`config.mk`:
```
export PLATFORM = sky130hd
export DESIGN_NAME = mult_share_arb
export DESIGN_NICKNAME = d
export VERILOG_FILES = /design/src/rtl/mult_share_pkg.sv /design/src/rtl/mult_share_rr_grant.sv /design/src/rtl/multiplier_4bit.sv /design/src/rtl/mult_share_arb.sv
export SDC_FILE = /design/constraint.sdc
export NUM_CORES = 1
export LEC_CHECK = 0
export CORE_ASPECT_RATIO = 0.9
export CORE_MARGIN = 4
export CORE_UTILIZATION = 30
export DETAILED_ROUTE_END_ITERATION = 8
export PLACE_DENSITY = 0.5
export SLEW_MARGIN = 30
export SYNTH_ARGS = -nofsm -noshare
export SYNTH_HDL_FRONTEND = slang
export SYNTH_SLANG_ARGS = --single-unit
```
`constraint.sdc`:
```
create_clock -name clk -period 6.4 [get_ports clk]
set_input_delay 0.64 -clock clk [delete_from_list [all_inputs] [get_ports clk]]
set_output_delay 0.64 -clock clk [all_outputs]
set_load 0.005 [all_outputs]
```
`src/rtl/mult_share_pkg.sv`:
```
// Shared types and widths for the multiplier-sharing arbiter.
package mult_share_pkg;
  typedef enum logic [1:0] {IDLE, CALC, RESP} mult_share_state_t;
  localparam int MS_OPW = 4;
  localparam int MS_PW  = 8;
endpackage

```
`src/rtl/mult_share_rr_grant.sv`:
```
// Round-robin priority select: first valid requester searching upward from ptr+1.
// Purely combinational; gnt is one-hot or zero, gnt_idx is its encoded index.
module mult_share_rr_grant #(
  parameter int NREQ = 4,
  parameter int IDW  = $clog2(NREQ)
) (
  input  logic [NREQ-1:0] req_valid,
  input  logic [IDW-1:0]  ptr,
  output logic [NREQ-1:0] gnt,
  output logic [IDW-1:0]  gnt_idx,
  output logic            gnt_any
);
  always_comb begin
    gnt     = '0;
    gnt_idx = '0;
    gnt_any = 1'b0;
    // Walk from lowest priority to highest so the nearest hit after ptr is written last.
    for (int k = NREQ; k >= 1; k--) begin
      if (req_valid[(int'(ptr) + k) % NREQ]) begin
        gnt                              = '0;
        gnt[(int'(ptr) + k) % NREQ]      = 1'b1;
        gnt_idx                          = IDW'((int'(ptr) + k) % NREQ);
        gnt_any                          = 1'b1;
      end
    end
  end
endmodule

```
`src/rtl/multiplier_4bit.sv`:
```
// Combinational unsigned 4x4 multiplier; full 8-bit product, no truncation.
module multiplier_4bit (
  input  logic [3:0] a,
  input  logic [3:0] b,
  output logic [7:0] p
);
  assign p = {4'b0000, a} * {4'b0000, b};
endmodule

```
`src/rtl/mult_share_arb.sv`:
```
// Shares one multiplier_4bit among NREQ requesters: grant, CALC, RESP (2 cycles grant to rsp_valid).
// rsp_* hold while rsp_ready is low and no new grant is issued; MULT_SHARE_ARB_STATS_EN adds grant_cnt.
module mult_share_arb
  import mult_share_pkg::*;
#(
  parameter int NREQ = 4,
  parameter int IDW  = $clog2(NREQ)
) (
  input  logic                         clk,
  input  logic                         rst,
  input  logic [NREQ-1:0]              req_valid,
  input  logic [NREQ-1:0][MS_OPW-1:0]  req_a,
  input  logic [NREQ-1:0][MS_OPW-1:0]  req_b,
  output logic [NREQ-1:0]              req_ready,
  output logic                         rsp_valid,
  input  logic                         rsp_ready,
  output logic [IDW-1:0]               rsp_id,
  output logic [MS_PW-1:0]             rsp_p,
  output logic                         busy
`ifdef MULT_SHARE_ARB_STATS_EN
  ,
  output logic [15:0]                  grant_cnt
`endif
);
  mult_share_state_t state_q, state_d;
  logic [IDW-1:0]    ptr_q, ptr_d;
  logic [IDW-1:0]    id_q, id_d;
  logic [MS_OPW-1:0] a_q, a_d, b_q, b_d;
  logic [MS_PW-1:0]  rsp_p_q, rsp_p_d;
  logic [IDW-1:0]    rsp_id_q, rsp_id_d;
  logic              rsp_valid_q, rsp_valid_d;
  logic              busy_q, busy_d;
  logic [NREQ-1:0]   gnt;
  logic [IDW-1:0]    gnt_idx;
  logic              gnt_any;
  logic [MS_PW-1:0]  prod;

  mult_share_rr_grant #(.NREQ(NREQ), .IDW(IDW)) u_rr (
    .req_valid (req_valid),
    .ptr       (ptr_q),
    .gnt       (gnt),
    .gnt_idx   (gnt_idx),
    .gnt_any   (gnt_any)
  );

  multiplier_4bit u_mul (
    .a (a_q),
    .b (b_q),
    .p (prod)
  );

  always_comb begin
    state_d     = state_q;
    ptr_d       = ptr_q;
    id_d        = id_q;
    a_d         = a_q;
    b_d         = b_q;
    rsp_p_d     = rsp_p_q;
    rsp_id_d    = rsp_id_q;
    rsp_valid_d = rsp_valid_q;
    case (state_q)
      IDLE: begin
        if (gnt_any) begin
          a_d     = req_a[gnt_idx];
          b_d     = req_b[gnt_idx];
          id_d    = gnt_idx;
          state_d = CALC;
        end
      end
      CALC: begin
        rsp_p_d     = prod;
        rsp_id_d    = id_q;
        rsp_valid_d = 1'b1;
        state_d     = RESP;
      end
      RESP: begin
        if (rsp_ready) begin
          ptr_d       = id_q;
          rsp_valid_d = 1'b0;
          state_d     = IDLE;
        end
      end
      default: state_d = IDLE;
    endcase
    busy_d = (state_d != IDLE);
    // Gated by rst so nothing looks accepted while the block is being cleared.
    req_ready = (state_q == IDLE && !rst) ? gnt : '0;
  end

`ifdef MULT_SHARE_ARB_STATS_EN
  logic [15:0] grant_cnt_q, grant_cnt_d;
  always_comb begin
    grant_cnt_d = grant_cnt_q;
    if (state_q == IDLE && gnt_any) grant_cnt_d = grant_cnt_q + 16'd1;
  end
  assign grant_cnt = grant_cnt_q;
`endif

  always_ff @(posedge clk) begin
    if (rst) begin
      state_q     <= IDLE;
      ptr_q       <= IDW'(NREQ - 1);
      id_q        <= '0;
      a_q         <= '0;
      b_q         <= '0;
      rsp_p_q     <= '0;
      rsp_id_q    <= '0;
      rsp_valid_q <= 1'b0;
      busy_q      <= 1'b0;
`ifdef MULT_SHARE_ARB_STATS_EN
      grant_cnt_q <= '0;
`endif
    end else begin
      state_q     <= state_d;
      ptr_q       <= ptr_d;
      id_q        <= id_d;
      a_q         <= a_d;
      b_q         <= b_d;
      rsp_p_q     <= rsp_p_d;
      rsp_id_q    <= rsp_id_d;
      rsp_valid_q <= rsp_valid_d;
      busy_q      <= busy_d;
`ifdef MULT_SHARE_ARB_STATS_EN
      grant_cnt_q <= grant_cnt_d;
`endif
    end
  end

  assign rsp_valid = rsp_valid_q;
  assign rsp_p     = rsp_p_q;
  assign rsp_id    = rsp_id_q;
  assign busy      = busy_q;
endmodule
```
==> flow_metrics.py <==
metrics = {
    "run_status": {
        "status": "complete, no violations",
    },
    "logic_synthesis": {
        "synth_nets": 355,
        "synthArstFlopShare_pct": 0,
        "syn_avg_cell_area_um2": 8.35,
        "yosysSeqAreaShare_pct": 21.3,
        "netlist_area_um2": 2450,
        "synth_edf_count": 0,
        "synth_cells": 293,
        "synth_seq_cells": 26,
        "synth_flop_cell": "dfxtp_1",
        "synth.top_cell.area_share_pct": 21.3,
        "synth_top_cell_by_area": "dfxtp_1",
        "ys_warn_count": 0,
        "synth.top_cells.by_area": "dfxtp_1, ha_1, nand2_1",
        "synth.distinct_cells": 57,
    },
    "clock_tree": {
        "ctsResizeCount": 0,
        "cts.sinks": 26,
        "numCtsBuffers": 3,
        "clk_pin_slew_ps": 90,
        "clock_path_buffers": 2,
        "cts_setup_buffers": 0,
        "clock-root-buffer": "clkbuf_8",
        "cts_hold_buf": 0,
        "clock_latency_ps": 270,
        "htree_levels": 1,
        "tritoncts": "built",
    },
    "grt": {
        "grt_max_degree": 34,
        "grt-ovfl-total": 0,
        "first_global_vias": 2252,
        "antenna_found_initial": 0,
        "track_usage_pct": 14.5,
        "grt_pass1_wl_mm": 11.4,
    },
    "flow_run": {
        "max_cap_viol_count": 0,
    },
    "timing": {
        "relSlewSlack_pct": 51.5,
        "rsz0062_at_grt": "no",
        "period_minus_slack_ps": 4200,
        "fin_crit_sh_pct": 65.6,
        "tightest_slew_ps": 722,
        "maxSlewViolCount": 0,
        "hold_viol_final": 0,
        "fin_setup_tns_ps": 0,
        "fin_hold_ws_ps": 460,
        "finalClockSkew_ps": 2.90,
        "setup_violations": 0,
        "fmaxAchievable_ghz": 0.238,
    },
    "finish": {
        "syn_to_final_growth_pct": 26.3,
        "fin_util_pct": 40.0,
        "layout_common_cells": "clkdlybuf4s50_1, nand2_1, a21oi_1",
        "antenna_cells": 0,
        "drive_gt1_share_pct": 9.85,
        "nNetsFinal": 398,
        "fin_cells": 431,
        "final_common_cell": "clkdlybuf4s50_1",
    },
    "detailed_routing": {
        "vias_per_cell": 5.32,
        "wl_per_cell_um": 15.8,
        "wl_mm": 6.82,
        "drt_iter0_drc": 92,
        "dr_total_vias": 2293,
        "drc": 0,
        "drtPass1Iterations": 4,
        "ant_nets": 0,
    },
    "die": {
        "core_area_um2": 7730,
        "rows": 30,
        "die_w_um": 103,
        "start_util_pct": 31.6,
        "die-area_um2": 9660,
        "die-height_um": 93.7,
        "pin_count": 55,
    },
    "pwr": {
        "p_leak_nw": 1.27,
        "peakVddDrop_mv": 0.0887,
        "power_density_nw_per_um2": 191,
        "finalPower_mw": 0.590,
    },
    "setup_path": {
        "crit_path_top_delay_cell": "clkdlybuf4s50_1",
        "crit_path_end_kind": "output pin",
        "arrival_ps": 3560,
        "r2r_cells": 8,
        "critPathBufInv": 3,
        "worstSetupPathType": "reg -> out",
        "r2r-start": "ptr_q[0]",
        "worstReg2RegEnd": "a_q[1]",
        "start_kind": "flop",
        "path_delay_family": "buffers and inverters",
        "cp_cell_sequence": "buf_4 > inv_1 > ha_1 > mux4_2 > nor2b_4 > a221o_1 > o211ai_1 > a21oi_1 > clkdlybuf4s50_1",
        "crit_required_ps": 5760,
        "crit_fanout": 33,
        "max_stage_delay_ps": 520,
        "r2r_slack_ps": 2600,
    },
    "worst_hold_path": {
        "whs_path_depth": 2,
        "min_from": "rsp_p[5]",
        "hold_path.class": "reg -> reg",
        "min_to": "rsp_p[5]",
    },
    "placed_design": {
        "place_congestion": 0.780,
        "dp_cells": 427,
        "port_buffers": 54,
        "hpwl_mm": 5.39,
    },
}
## sequential cells by signal (all words and copies together) (netlist names), 2 cells and up
| signal | cells |
|---|---|
| ptr_q | 2 |
| rsp_p | 8 |
| id_q | 2 |
| b_q | 4 |
| a_q | 4 |
| rsp_id | 2 |
| state_q | 2 |
## cell usage after synthesis, types with 5 or more instances
library cell	count
nor2_1	15
inv_1	7
ha_1	19
o211ai_1	7
mux2i_1	12
a21oi_1	28
nand3_1	10
clkbuf_1	9
mux2_2	5
nand2_1	46
dfxtp_1	26
and2_1	13
o21ai_0	7
a221o_1	5
## how the worst max path moves through the flow
stage | from | to | slack, ps | depth (start not counted)
2_1_floorplan | ptr_q[0] | req_ready[0] | 3330 | 10
3_3_place_gp | ptr_q[0] | req_ready[1] | 2570 | 9
3_5_place_dp | ptr_q[0] | req_ready[3] | 2510 | 9
4_1_cts | ptr_q[0] | req_ready[1] | 2180 | 9
5_1_grt | ptr_q[0] | req_ready[3] | 2000 | 9
6_report | ptr_q[0] | req_ready[3] | 2200 | 9
## metrics by stage
step	instance area [um^2]	setup WS, ps
after global routing	3090	2000
after global placement	3020	2570
after detailed placement	3020	2510
after CTS	3090	2180
final	3090	2200
after floorplan	2450	3330
## worst register-to-register path, cell delays in order, from the launching register on
cell      delay [ps]
dfxtp_1          320
buf_4            370
inv_1            360
ha_1             510
mux4_2           690
o21ai_1          640
a32oi_1          250
mux2_2           320
a221oi_2         270
## layout make-up
cell class                      count  area, um^2
Sequential cell                    26         520
Inverter                            7        26.3
Multi-Input combinational cell    243        1800
Timing Repair Buffer               55         548
Clock buffer                        3        41.3
Clock inverter                      1        30.0
Tap cell                           96         120
Fill cell                         784        4640
## layer usage
layer	vias up	share of wire, %	wire length, um	GRT usage [%]
li1	1159	-	-	-
met1	1065	53	3590	22.7
met2	67	41	2830	21.1
met3	2	5.5	376	2.45
met4	0	0.37	25	1.83
met5	-	0	0	0
## report_power, final
group | switching, mW | internal, mW
logic | 0.131 | 0.116
registers | 0.0210 | 0.184
clock network | 0.0543 | 0.0838
total | 0.206 | 0.384
## cells by family after synthesis
kind of cell / synth area share, %
xor+xnor: 1.43
simple gates: 22.0
buf+inv: 4.96
flops: 21.3
compound gates: 25.9
fa+ha+maj: 13.0
mux: 11.4
No activity file was read; power rests on OpenSTA's default activity.
